**src/rtl/conv_pkg.sv**
```systemverilog
// Shared definitions for the 3x3 convolution engine: FSM state encoding,
// kernel size, default image geometry and the accumulator-width helper.
// Ports: none (package only).
package conv_pkg;

    localparam int NUM_KERNEL = 9;
    localparam int IMG_W_DEF  = 10;
    localparam int IMG_H_DEF  = 9;
    localparam int PIX_W_DEF  = 8;

    // A 9-term sum of (unsigned PIX_W) x (signed PIX_W) products needs
    // 2*PIX_W bits for one product plus 4 bits of growth plus sign.
    function automatic int acc_w(input int pix_w);
        return 2 * pix_w + 5;
    endfunction

    typedef enum logic [1:0] {
        LOAD_KERNEL = 2'd0,
        LOAD_IMAGE  = 2'd1,
        DRAIN       = 2'd2,
        DONE        = 2'd3
    } conv_state_e;

endpackage

```
**src/rtl/conv_line_buffer.sv**
```systemverilog
// One image row of delay: DEPTH-entry WIDTH-bit shift register, advanced by en_i.
// Latency: dout_o is the value written DEPTH enabled shifts earlier.
// Ports: clk_i, rst_ni (async active-low), en_i shift, clr_i sync clear, din_i, dout_o.
module conv_line_buffer
    import conv_pkg::*;
#(
    parameter int DEPTH = IMG_W_DEF,
    parameter int WIDTH = PIX_W_DEF
) (
    input  logic             clk_i,
    input  logic             rst_ni,
    input  logic             en_i,
    input  logic             clr_i,
    input  logic [WIDTH-1:0] din_i,
    output logic [WIDTH-1:0] dout_o
);

    logic [WIDTH-1:0] mem_q [DEPTH];

    always_ff @(posedge clk_i or negedge rst_ni) begin
        if (!rst_ni) begin
            for (int i = 0; i < DEPTH; i++) mem_q[i] <= '0;
        end else if (clr_i) begin
            for (int i = 0; i < DEPTH; i++) mem_q[i] <= '0;
        end else if (en_i) begin
            mem_q[0] <= din_i;
            for (int i = 1; i < DEPTH; i++) mem_q[i] <= mem_q[i-1];
        end
    end

    // Oldest entry: same column, previous row, seen before the shift.
    assign dout_o = mem_q[DEPTH-1];

endmodule

```
**src/rtl/conv3x3_engine.sv**
```systemverilog
// 3x3 convolution core: loads a 9-byte signed kernel, then streams IMG_H*IMG_W
// unsigned pixels through two line buffers and a 3x3 window, emitting one result
// per fully-inside window, 2 edges after the window's bottom-right pixel is sampled.
// Ports: Phi2 clock, Reset_n_s1 async active-low reset, Input_Ready_s1 byte request,
// Pixel_s1 byte (valid the cycle after its request), Start_s1 restart pulse (DONE only),
// Result_s1/Result_Valid_s1 result and pulse, Done_s1 idle indicator.
// Optional build macro CONV3X3_SAT_EN: clamp results to [0, 2^PIX_W-1].
module conv3x3_engine
    import conv_pkg::*;
#(
    parameter int IMG_W = IMG_W_DEF,
    parameter int IMG_H = IMG_H_DEF,
    parameter int PIX_W = PIX_W_DEF,
    parameter int ACC_W = acc_w(PIX_W)
) (
    input  logic             Phi2,
    input  logic             Reset_n_s1,
    output logic             Input_Ready_s1,
    input  logic [PIX_W-1:0] Pixel_s1,
    input  logic             Start_s1,
    output logic [ACC_W-1:0] Result_s1,
    output logic             Result_Valid_s1,
    output logic             Done_s1
);

    localparam int NPIX   = IMG_W * IMG_H;
    localparam int REQ_W  = $clog2(NPIX + 1);
    localparam int ROW_W  = $clog2(IMG_H + 1);
    localparam int COL_W  = $clog2(IMG_W);
    localparam int KIDX_W = $clog2(NUM_KERNEL);

    localparam logic [REQ_W-1:0]  LAST_KREQ = REQ_W'(NUM_KERNEL - 1);
    localparam logic [REQ_W-1:0]  LAST_PREQ = REQ_W'(NPIX - 1);
    localparam logic [COL_W-1:0]  LAST_COL  = COL_W'(IMG_W - 1);
    localparam logic [KIDX_W-1:0] LAST_KIDX = KIDX_W'(NUM_KERNEL - 1);
    localparam logic [ROW_W-1:0]  ROW_TWO   = ROW_W'(2);
    localparam logic [COL_W-1:0]  COL_TWO   = COL_W'(2);

    // ---------------- control state ----------------
    conv_state_e       state_q;
    logic              rdy_q;
    logic [REQ_W-1:0]  req_cnt_q;
    logic              pend_kern_q;   // a kernel byte is due on Pixel_s1 this cycle
    logic              pend_pix_q;    // an image pixel is due on Pixel_s1 this cycle
    logic              done_q;

    // ---------------- datapath state ----------------
    logic [KIDX_W-1:0] kidx_q;
    logic [PIX_W-1:0]  kern_q [NUM_KERNEL];
    logic [ROW_W-1:0]  row_q;
    logic [COL_W-1:0]  col_q;
    logic [PIX_W-1:0]  pix_q;
    logic              smp_vld_q;     // pix_q holds a freshly sampled pixel
    logic              smp_ok_q;      // ... and that pixel closes a full window
    logic [PIX_W-1:0]  win_q [3][3];  // [row][col], row 0 = oldest image row
    logic              win_ok_q;
    logic [ACC_W-1:0]  res_q;
    logic              res_vld_q;

    logic                    start_clr;
    logic [PIX_W-1:0]        lb1_dout;
    logic [PIX_W-1:0]        lb2_dout;
    logic signed [ACC_W-1:0] sum_d;
    logic [ACC_W-1:0]        res_d;

    // Restart from DONE: clears geometry and line buffers, kernel is kept.
    assign start_clr = (state_q == DONE) && Start_s1;

    // ---------------- FSM and request generation ----------------
    always_ff @(posedge Phi2 or negedge Reset_n_s1) begin
        if (!Reset_n_s1) begin
            state_q     <= LOAD_KERNEL;
            rdy_q       <= 1'b0;
            req_cnt_q   <= '0;
            pend_kern_q <= 1'b0;
            pend_pix_q  <= 1'b0;
            done_q      <= 1'b0;
        end else begin
            pend_kern_q <= 1'b0;
            pend_pix_q  <= 1'b0;
            case (state_q)
                LOAD_KERNEL: begin
                    // The request line stays high across the hand-over to
                    // LOAD_IMAGE so the byte stream has no bubble.
                    rdy_q <= 1'b1;
                    if (rdy_q) begin
                        pend_kern_q <= 1'b1;
                        if (req_cnt_q == LAST_KREQ) begin
                            req_cnt_q <= '0;
                            state_q   <= LOAD_IMAGE;
                        end else begin
                            req_cnt_q <= req_cnt_q + 1'b1;
                        end
                    end
                end
                LOAD_IMAGE: begin
                    if (rdy_q) begin
                        pend_pix_q <= 1'b1;
                        if (req_cnt_q == LAST_PREQ) begin
                            rdy_q     <= 1'b0;
                            req_cnt_q <= '0;
                            state_q   <= DRAIN;
                        end else begin
                            req_cnt_q <= req_cnt_q + 1'b1;
                        end
                    end
                end
                DRAIN: begin
                    // Empty once the last pixel has passed sample, window and result stages.
                    if (!pend_pix_q && !smp_vld_q && !win_ok_q) begin
                        state_q <= DONE;
                        done_q  <= 1'b1;
                    end
                end
                DONE: begin
                    if (Start_s1) begin
                        state_q   <= LOAD_IMAGE;
                        rdy_q     <= 1'b1;
                        req_cnt_q <= '0;
                        done_q    <= 1'b0;
                    end
                end
                default: begin
                    state_q <= LOAD_KERNEL;
                    rdy_q   <= 1'b0;
                end
            endcase
        end
    end

    // ---------------- line buffers: rows r-1 and r-2 ----------------
    conv_line_buffer #(.DEPTH(IMG_W), .WIDTH(PIX_W)) u_lb_row1 (
        .clk_i  (Phi2),
        .rst_ni (Reset_n_s1),
        .en_i   (smp_vld_q),
        .clr_i  (start_clr),
        .din_i  (pix_q),
        .dout_o (lb1_dout)
    );

    conv_line_buffer #(.DEPTH(IMG_W), .WIDTH(PIX_W)) u_lb_row2 (
        .clk_i  (Phi2),
        .rst_ni (Reset_n_s1),
        .en_i   (smp_vld_q),
        .clr_i  (start_clr),
        .din_i  (lb1_dout),
        .dout_o (lb2_dout)
    );

    // ---------------- 9-term MAC ----------------
    always_comb begin
        sum_d = '0;
        for (int i = 0; i < 3; i++) begin
            for (int j = 0; j < 3; j++) begin
                sum_d = sum_d
                      + ($signed({{(ACC_W-PIX_W){kern_q[3*i+j][PIX_W-1]}}, kern_q[3*i+j]})
                       * $signed({{(ACC_W-PIX_W){1'b0}}, win_q[i][j]}));
            end
        end
    end

`ifdef CONV3X3_SAT_EN
    localparam logic signed [ACC_W-1:0] SAT_MAX = ACC_W'((1 << PIX_W) - 1);

    always_comb begin
        if (sum_d[ACC_W-1]) begin
            res_d = '0;
        end else if (sum_d > SAT_MAX) begin
            res_d = SAT_MAX;
        end else begin
            res_d = $unsigned(sum_d);
        end
    end
`else
    always_comb begin
        res_d = $unsigned(sum_d);
    end
`endif

    // ---------------- sample, window and result pipeline ----------------
    always_ff @(posedge Phi2 or negedge Reset_n_s1) begin
        if (!Reset_n_s1) begin
            kidx_q    <= '0;
            for (int k = 0; k < NUM_KERNEL; k++) kern_q[k] <= '0;
            row_q     <= '0;
            col_q     <= '0;
            pix_q     <= '0;
            smp_vld_q <= 1'b0;
            smp_ok_q  <= 1'b0;
            for (int i = 0; i < 3; i++)
                for (int j = 0; j < 3; j++) win_q[i][j] <= '0;
            win_ok_q  <= 1'b0;
            res_q     <= '0;
            res_vld_q <= 1'b0;
        end else begin
            if (pend_kern_q) begin
                kern_q[kidx_q] <= Pixel_s1;
                kidx_q         <= (kidx_q == LAST_KIDX) ? '0 : kidx_q + 1'b1;
            end

            smp_vld_q <= pend_pix_q;
            if (pend_pix_q) begin
                pix_q    <= Pixel_s1;
                // Only pixels at c>=2, r>=2 close a window that does not wrap a row.
                smp_ok_q <= (row_q >= ROW_TWO) && (col_q >= COL_TWO);
                if (col_q == LAST_COL) begin
                    col_q <= '0;
                    row_q <= row_q + 1'b1;
                end else begin
                    col_q <= col_q + 1'b1;
                end
            end

            if (start_clr) begin
                row_q <= '0;
                col_q <= '0;
                for (int i = 0; i < 3; i++)
                    for (int j = 0; j < 3; j++) win_q[i][j] <= '0;
            end else if (smp_vld_q) begin
                for (int i = 0; i < 3; i++) begin
                    win_q[i][0] <= win_q[i][1];
                    win_q[i][1] <= win_q[i][2];
                end
                win_q[0][2] <= lb2_dout;
                win_q[1][2] <= lb1_dout;
                win_q[2][2] <= pix_q;
            end

            win_ok_q  <= smp_vld_q && smp_ok_q;
            res_vld_q <= win_ok_q;
            if (win_ok_q) res_q <= res_d;
        end
    end

    assign Input_Ready_s1  = rdy_q;
    assign Result_s1       = res_q;
    assign Result_Valid_s1 = res_vld_q;
    assign Done_s1         = done_q;

endmodule

```
**config.mk**
```make
export PLATFORM = sky130hd
export DESIGN_NAME = conv3x3_engine
export DESIGN_NICKNAME = d
export VERILOG_FILES = /design/src/rtl/conv_pkg.sv /design/src/rtl/conv_line_buffer.sv /design/src/rtl/conv3x3_engine.sv
export SDC_FILE = /design/constraint.sdc
export NUM_CORES = 2
export LEC_CHECK = 0
export CAP_MARGIN = 20
export CORE_MARGIN = 4
export CORE_UTILIZATION = 40
export DETAILED_ROUTE_END_ITERATION = 10
export MAX_ROUTING_LAYER = met4
export PLACE_DENSITY = 0.52
export SETUP_SLACK_MARGIN = 0.2
export SLEW_MARGIN = 20
export SYNTH_ARGS = -nofsm -noshare
export SYNTH_HDL_FRONTEND = slang
export SYNTH_SLANG_ARGS = --single-unit
```
**constraint.sdc**
```tcl
create_clock -name Phi2 -period 10.6 [get_ports Phi2]
set_input_delay 1.06 -clock Phi2 [delete_from_list [all_inputs] [get_ports Phi2]]
set_output_delay 1.06 -clock Phi2 [all_outputs]
set_load 0.02 [all_outputs]
```
======== Yosys cells after proc, flatten, opt, wreduce, memory -nomap -nowiden ========
Cells that the tools add are included.
cells by class
  $lt $le $gt $ge ......................... 4
  add/sub/neg operators ................... 12
  mux-type cells .......................... 39
  equality and inequality tests ........... 13
  bitwise operators ....................... 1
  reductions and logical operators ........ 20
  multiply operators ...................... 9
operators by type and width
  operator             number
  $mux 80              4
  $mul 8x9->17         9
  $mux 72              2
  $add 21x17->21       4
  $bwmux 72            1
  $mux 7               5
  $demux 8 s4          1
  $mux 4               7
  $add 20x17->21       1
  $pmux 7 s3           1
  $add 19x17->20       1
  $add 18x17->19       1
  $add 17x17->18       1
  $add 4x1->4 const B  3
  $mux 2               6
  $ne 2x2->1 const B   6
  $eq 4x4->1 const B   2
  $ge 4x2->1 const B   2
  $mux 1               8
  $mux 8               1
  $pmux 2 s4           1
  $reduce_bool 2->1    4
  $add 7x1->7 const B  1
  $eq 7x4->1 const B   1
  16 further kinds     25
storage, ports and cells
  register bits after elaboration ......... 362
  output and inout bits ................... 24
  word-level logic and storage cells ...... 151
  bits of input ports ..................... 11

======== Longest topological paths before layout ========
  depth in word-level cells ............... 9
  depth in mapped cells ................... 29
  depth with buffers taken out ............ 27

======== Hierarchy ========
A second synthesis with hierarchy kept.
second synthesis, totals
  cell total of the unflattened synthesis .. 3,492
  area total of the unflattened synthesis .. 36,771.5 µm²
by module, submodules not included
  module            cells each  instances  area an instance (µm²)  sequential area each (µm²)
  conv3x3_engine    2,960       1          30,112.6                5,054.8
  conv_line_buffer  266         2          3,329.4                 2,001.9

======== Worst setup path before layout ========
Ideal clock, no wire load.
  path kind ............................... register -> register
  start point ............................. register win_q[5] (netlist name)
  end point ............................... register res_q[19] (netlist: Result_s1[19])
  library setup time ...................... 126 ps
  stages on the path, launching flop included .. 27
  data required time ...................... 10,474 ps
  setup slack ............................. 3,084 ps
  arrival ................................. 7,389 ps
  buffers on the path ..................... 2
  clock period less this slack ............ 7,516 ps
  path through ............................ dfrtp_1 clkbuf_1 and2_1 fa_1 inv_1 fa_1 inv_1 fa_1 fa_1 fa_1 inv_1 fa_1 fa_1 inv_1 fa_1 fa_1 inv_1 fa_1 inv_1 ha_1 buf_4 and3_1 and3_1 o21a_4 o211ai_2 mux2_1 a221o_1
on the way
  longest elaborated chain between the ends .. 2
ends and longest elaborated chain
  item                             line                   RTL
  start, declared                  conv3x3_engine.sv:55   logic [PIX_W-1:0] win_q [3][3];
  start signal, assigned by index  conv3x3_engine.sv:221  win_q[i][0] <= win_q[i][1];
  start signal, assigned by index  conv3x3_engine.sv:222  win_q[i][1] <= win_q[i][2];
  $mul 8x9->17                     conv3x3_engine.sv:157  * $signed({{(ACC_W-PIX_W){1'b0}}, win_q[i][j]}));
  $add 21x17->21                   conv3x3_engine.sv:156  + ($signed({{(ACC_W-PIX_W){kern_q[3*i+j][PIX_W-1]}}, kern_q[3*i+j]})
  end signal, assigned             conv3x3_engine.sv:231  if (win_ok_q) res_q <= res_d;
  end, declared                    conv3x3_engine.sv:57   logic [ACC_W-1:0] res_q;
No other way between the ends.
A chain may end at the register's enable or synchronous reset.

======== Worst setup path after layout ========
  start point ............................. register kern_q[15] (netlist name)
  end point ............................... register res_q[18] (netlist: Result_s1[18])
on the way
  longest elaborated chain between the ends .. 3
ends and longest elaborated chain
  item                             line                   RTL
  start, declared                  conv3x3_engine.sv:49   logic [PIX_W-1:0] kern_q [NUM_KERNEL];
  start signal, assigned by index  conv3x3_engine.sv:197  kern_q[kidx_q] <= Pixel_s1;
  $mul 8x9->17                     conv3x3_engine.sv:157
  $add 21x17->21 (2 in series)     conv3x3_engine.sv:156
No other way between the ends.

==> flow_summary.ini <==
[floorplanning]
initial_utilization_pct = 40.5
rows = 107
fp.coreArea_um2 = 85500
die_width_um = 302
die_area_um2 = 91300
io_pins = 35
die_h_um = 302

[setup_path]
crit_arrival_ps = 8730
cp-start-kind = flip-flop
r2r_cells = 24
critical_path_class = flip-flop to flip-flop
worstPathRequired_ps = 11030
endpoint_kind = flip-flop
path_max_fanout = 13

[final_layout]
layout.nets = 4194
area_growth_pct = 8.49
n_fill_cell = 8111
fin_util_pct = 43.9
drive_gt1_share_pct = 5.73

[sta]
fin_crit_sh_pct = 78.3
slew_headroom_pct = 26.1
drv_slew = 0
worstMarginPinSlew_ps = 1100
final_hold_viol_count = 0
fin_tns_setup_ps = 0
setup_viol = 0
rsz0062_at_grt = false
skew_ps = 18.1
fmax_mhz = 120
final.min_clock_period_ps = 8300

[placed_design]
port_buffers = 34
place_congestion = 0.921
hpwl_mm = 76.1

[synth]
synth-edff-count = 0
netlist.area_leader.share_pct = 33.2
yosys-top-cells-area = fa_1, dfrtp_1, ha_1
synthCells = 3335
synth-main-ff-cell = dfrtp_1
ys_seq_area_share_pct = 22.7
synth_xor_area_share_pct = 0.658
syn-num-nets = 4228
synth_top_family_by_area = adder cells
yosys-top-cells-count = inv_1, fa_1, and2_1
muxShareOfSynthArea_pct = 8.33
synth_cell_types = 59
syn_area_um2 = 34600
synthAdderAreaFrac_pct = 44.3
synth-seq-cells = 314
async_reset_ff_share_pct = 100
ys_warn_count = 0
synth.most_common_cell = inv_1
synth.avg_cell_area_um2 = 10.4
synth_top_cell_by_area = fa_1
synthSimpleGateAreaFrac_pct = 12.6
synth-compound-area-share_pct = 1.81

[cts]
htree_levels = 2
clk_latency_ps = 590
cts_tree = yes
clockBufferDepth = 3
clk_pin_slew_ps = 60
numCtsBuffers = 41
cts_sinks = 314
ctsHoldBuffers = 0
post_cts_resized = 0
cts_setup_buffers = 0
cts-root-buf = clkbuf_16

[route]
met3_length_mm = 4.11
via_per_inst = 4.88
wire_per_inst_um = 21.1
top_layer = met4
dr.pass1.iters = 6
drt_wl_total_mm = 94.7
wl_met2_mm = 44.6
drtAntennaViolNets = 0
wl_met1_mm = 44.3
drc_errors = 0
drt_iter0_drc = 1096
num_vias = 21900

[grt]
grt_pass1_wl_mm = 149
grtUsageTotal_pct = 22.3
antenna_found_initial = 5
grt_start_max_net_pins = 149
overflow = 0
grt_pass1_vias = 23700

[worst_hold_path]
holdCritPathClass = input port to async pin

[status]
outcome = finished, final reports clean

[flow_run]
cap_viol_max_count = 0
metrics by stage:
| stage | worst slack [ps] | cell area [um^2] | hold slack [ps] | cells |
|---|---|---|---|---|
| floorplan | 3080 | 34600 | 352 | 3335 |
| global placement | 2520 | 36100 | 473 | 4401 |
| detailed placement | 2320 | 36100 | 465 | 4401 |
| CTS | 2320 | 37600 | 362 | 4476 |
| global route | 1910 | 37600 | 387 | 4477 |
| finish | 2300 | 37600 | 383 | 4480 |
cells in the final DEF, fill, tap and decap left out, drive strengths merged, types with 7 or more instances in the layout:
| cell type | count |
|---|---|
| nand2b | 27 |
| xnor2 | 18 |
| mux2 | 90 |
| fa | 574 |
| clkbuf | 58 |
| dfrtp | 314 |
| o21ai | 26 |
| nand3 | 7 |
| nor3 | 8 |
| and2 | 344 |
| clkdlybuf4s50 | 32 |
| mux2i | 187 |
| ha | 308 |
| nor2b | 33 |
| clkinv | 7 |
| buf | 19 |
| a21oi | 21 |
| nor2 | 229 |
| nand2 | 194 |
| xor2 | 8 |
| inv | 753 |
logic make-up (layout without fill, tap and decap cells):
| family | after synthesis | after routing |
|---|---|---|
| xor gates and xnor gates | 26 | 26 |
| buffers and inverters | 878 | 876 |
| other | 0 | 3 |
| AOI/OAI and AO/OA | 94 | 94 |
| muxes | 277 | 277 |
| adders and majority gates | 882 | 882 |
| and+or+nand+nor | 864 | 864 |
| DFF | 314 | 314 |
critical path, cell delays in order, from the launching register on:
cell and delay [ps]:
dfrtp_1 750, nor2b_1 240, fa_1 450, fa_1 550, inv_1 50, fa_1 530, inv_1 50, fa_1 500
inv_1 90, fa_1 610, inv_1 80, fa_1 500, inv_1 50, fa_1 550, fa_1 430, fa_1 490
inv_1 50, fa_1 430, ha_1 370, o211ai_1 130, o211ai_1 270, a22oi_1 200, a211oi_1 380, mux2i_1 220
o311ai_0 170
routing by layer:
layer,track usage [%],vias up
met2,35.1,387
met4,4.10,0
li1,-,9932
met3,3.01,82
met1,31.3,11500
met5,-,-
state kept, by name, summed over array words and instances, names as in the netlist, 7 cells and up:
signal and count:
u_lb_row1.mem_q 48, win_q 72, u_lb_row1.dout_o 8, u_lb_row2.dout_o 8, Result_s1 21, kern_q 72, u_lb_row2.mem_q 48, req_cnt_q 7
pix_q 8
layout make-up:
type	instances	area, um^2	share of cell area, %
repair buffers	51	493	1.31
clock buffers	58	1220	3.25
inverters	750	2820	7.49
diodes	3	7.51	0.0200
clock inverters	17	258	0.686
flip-flops and latches	314	7860	20.9
well taps	1144	1430	3.81
multi-input cells	2143	23500	62.5
worst paths after layout:
kind                                     startpoint                              end  slack, ps
min                                      Reset_n_s1           kern_q[66]$_DFFE_PN0P_        380
min in group Phi2          Result_s1[4]$_DFFE_PN0P_         Result_s1[4]$_DFFE_PN0P_        480
min reg2reg                Result_s1[4]$_DFFE_PN0P_         Result_s1[4]$_DFFE_PN0P_        480
max reg2reg                  kern_q[15]$_DFFE_PN0P_        Result_s1[18]$_DFFE_PN0P_       2300
max                          kern_q[15]$_DFFE_PN0P_        Result_s1[18]$_DFFE_PN0P_       2300
max in group asynchronous                Reset_n_s1  u_lb_row2.mem_q[49]$_DFFE_PN0P_       8170
Power is not shown: default switching activity piles up to over one toggle a cycle in this logic, so the estimate is an artifact.
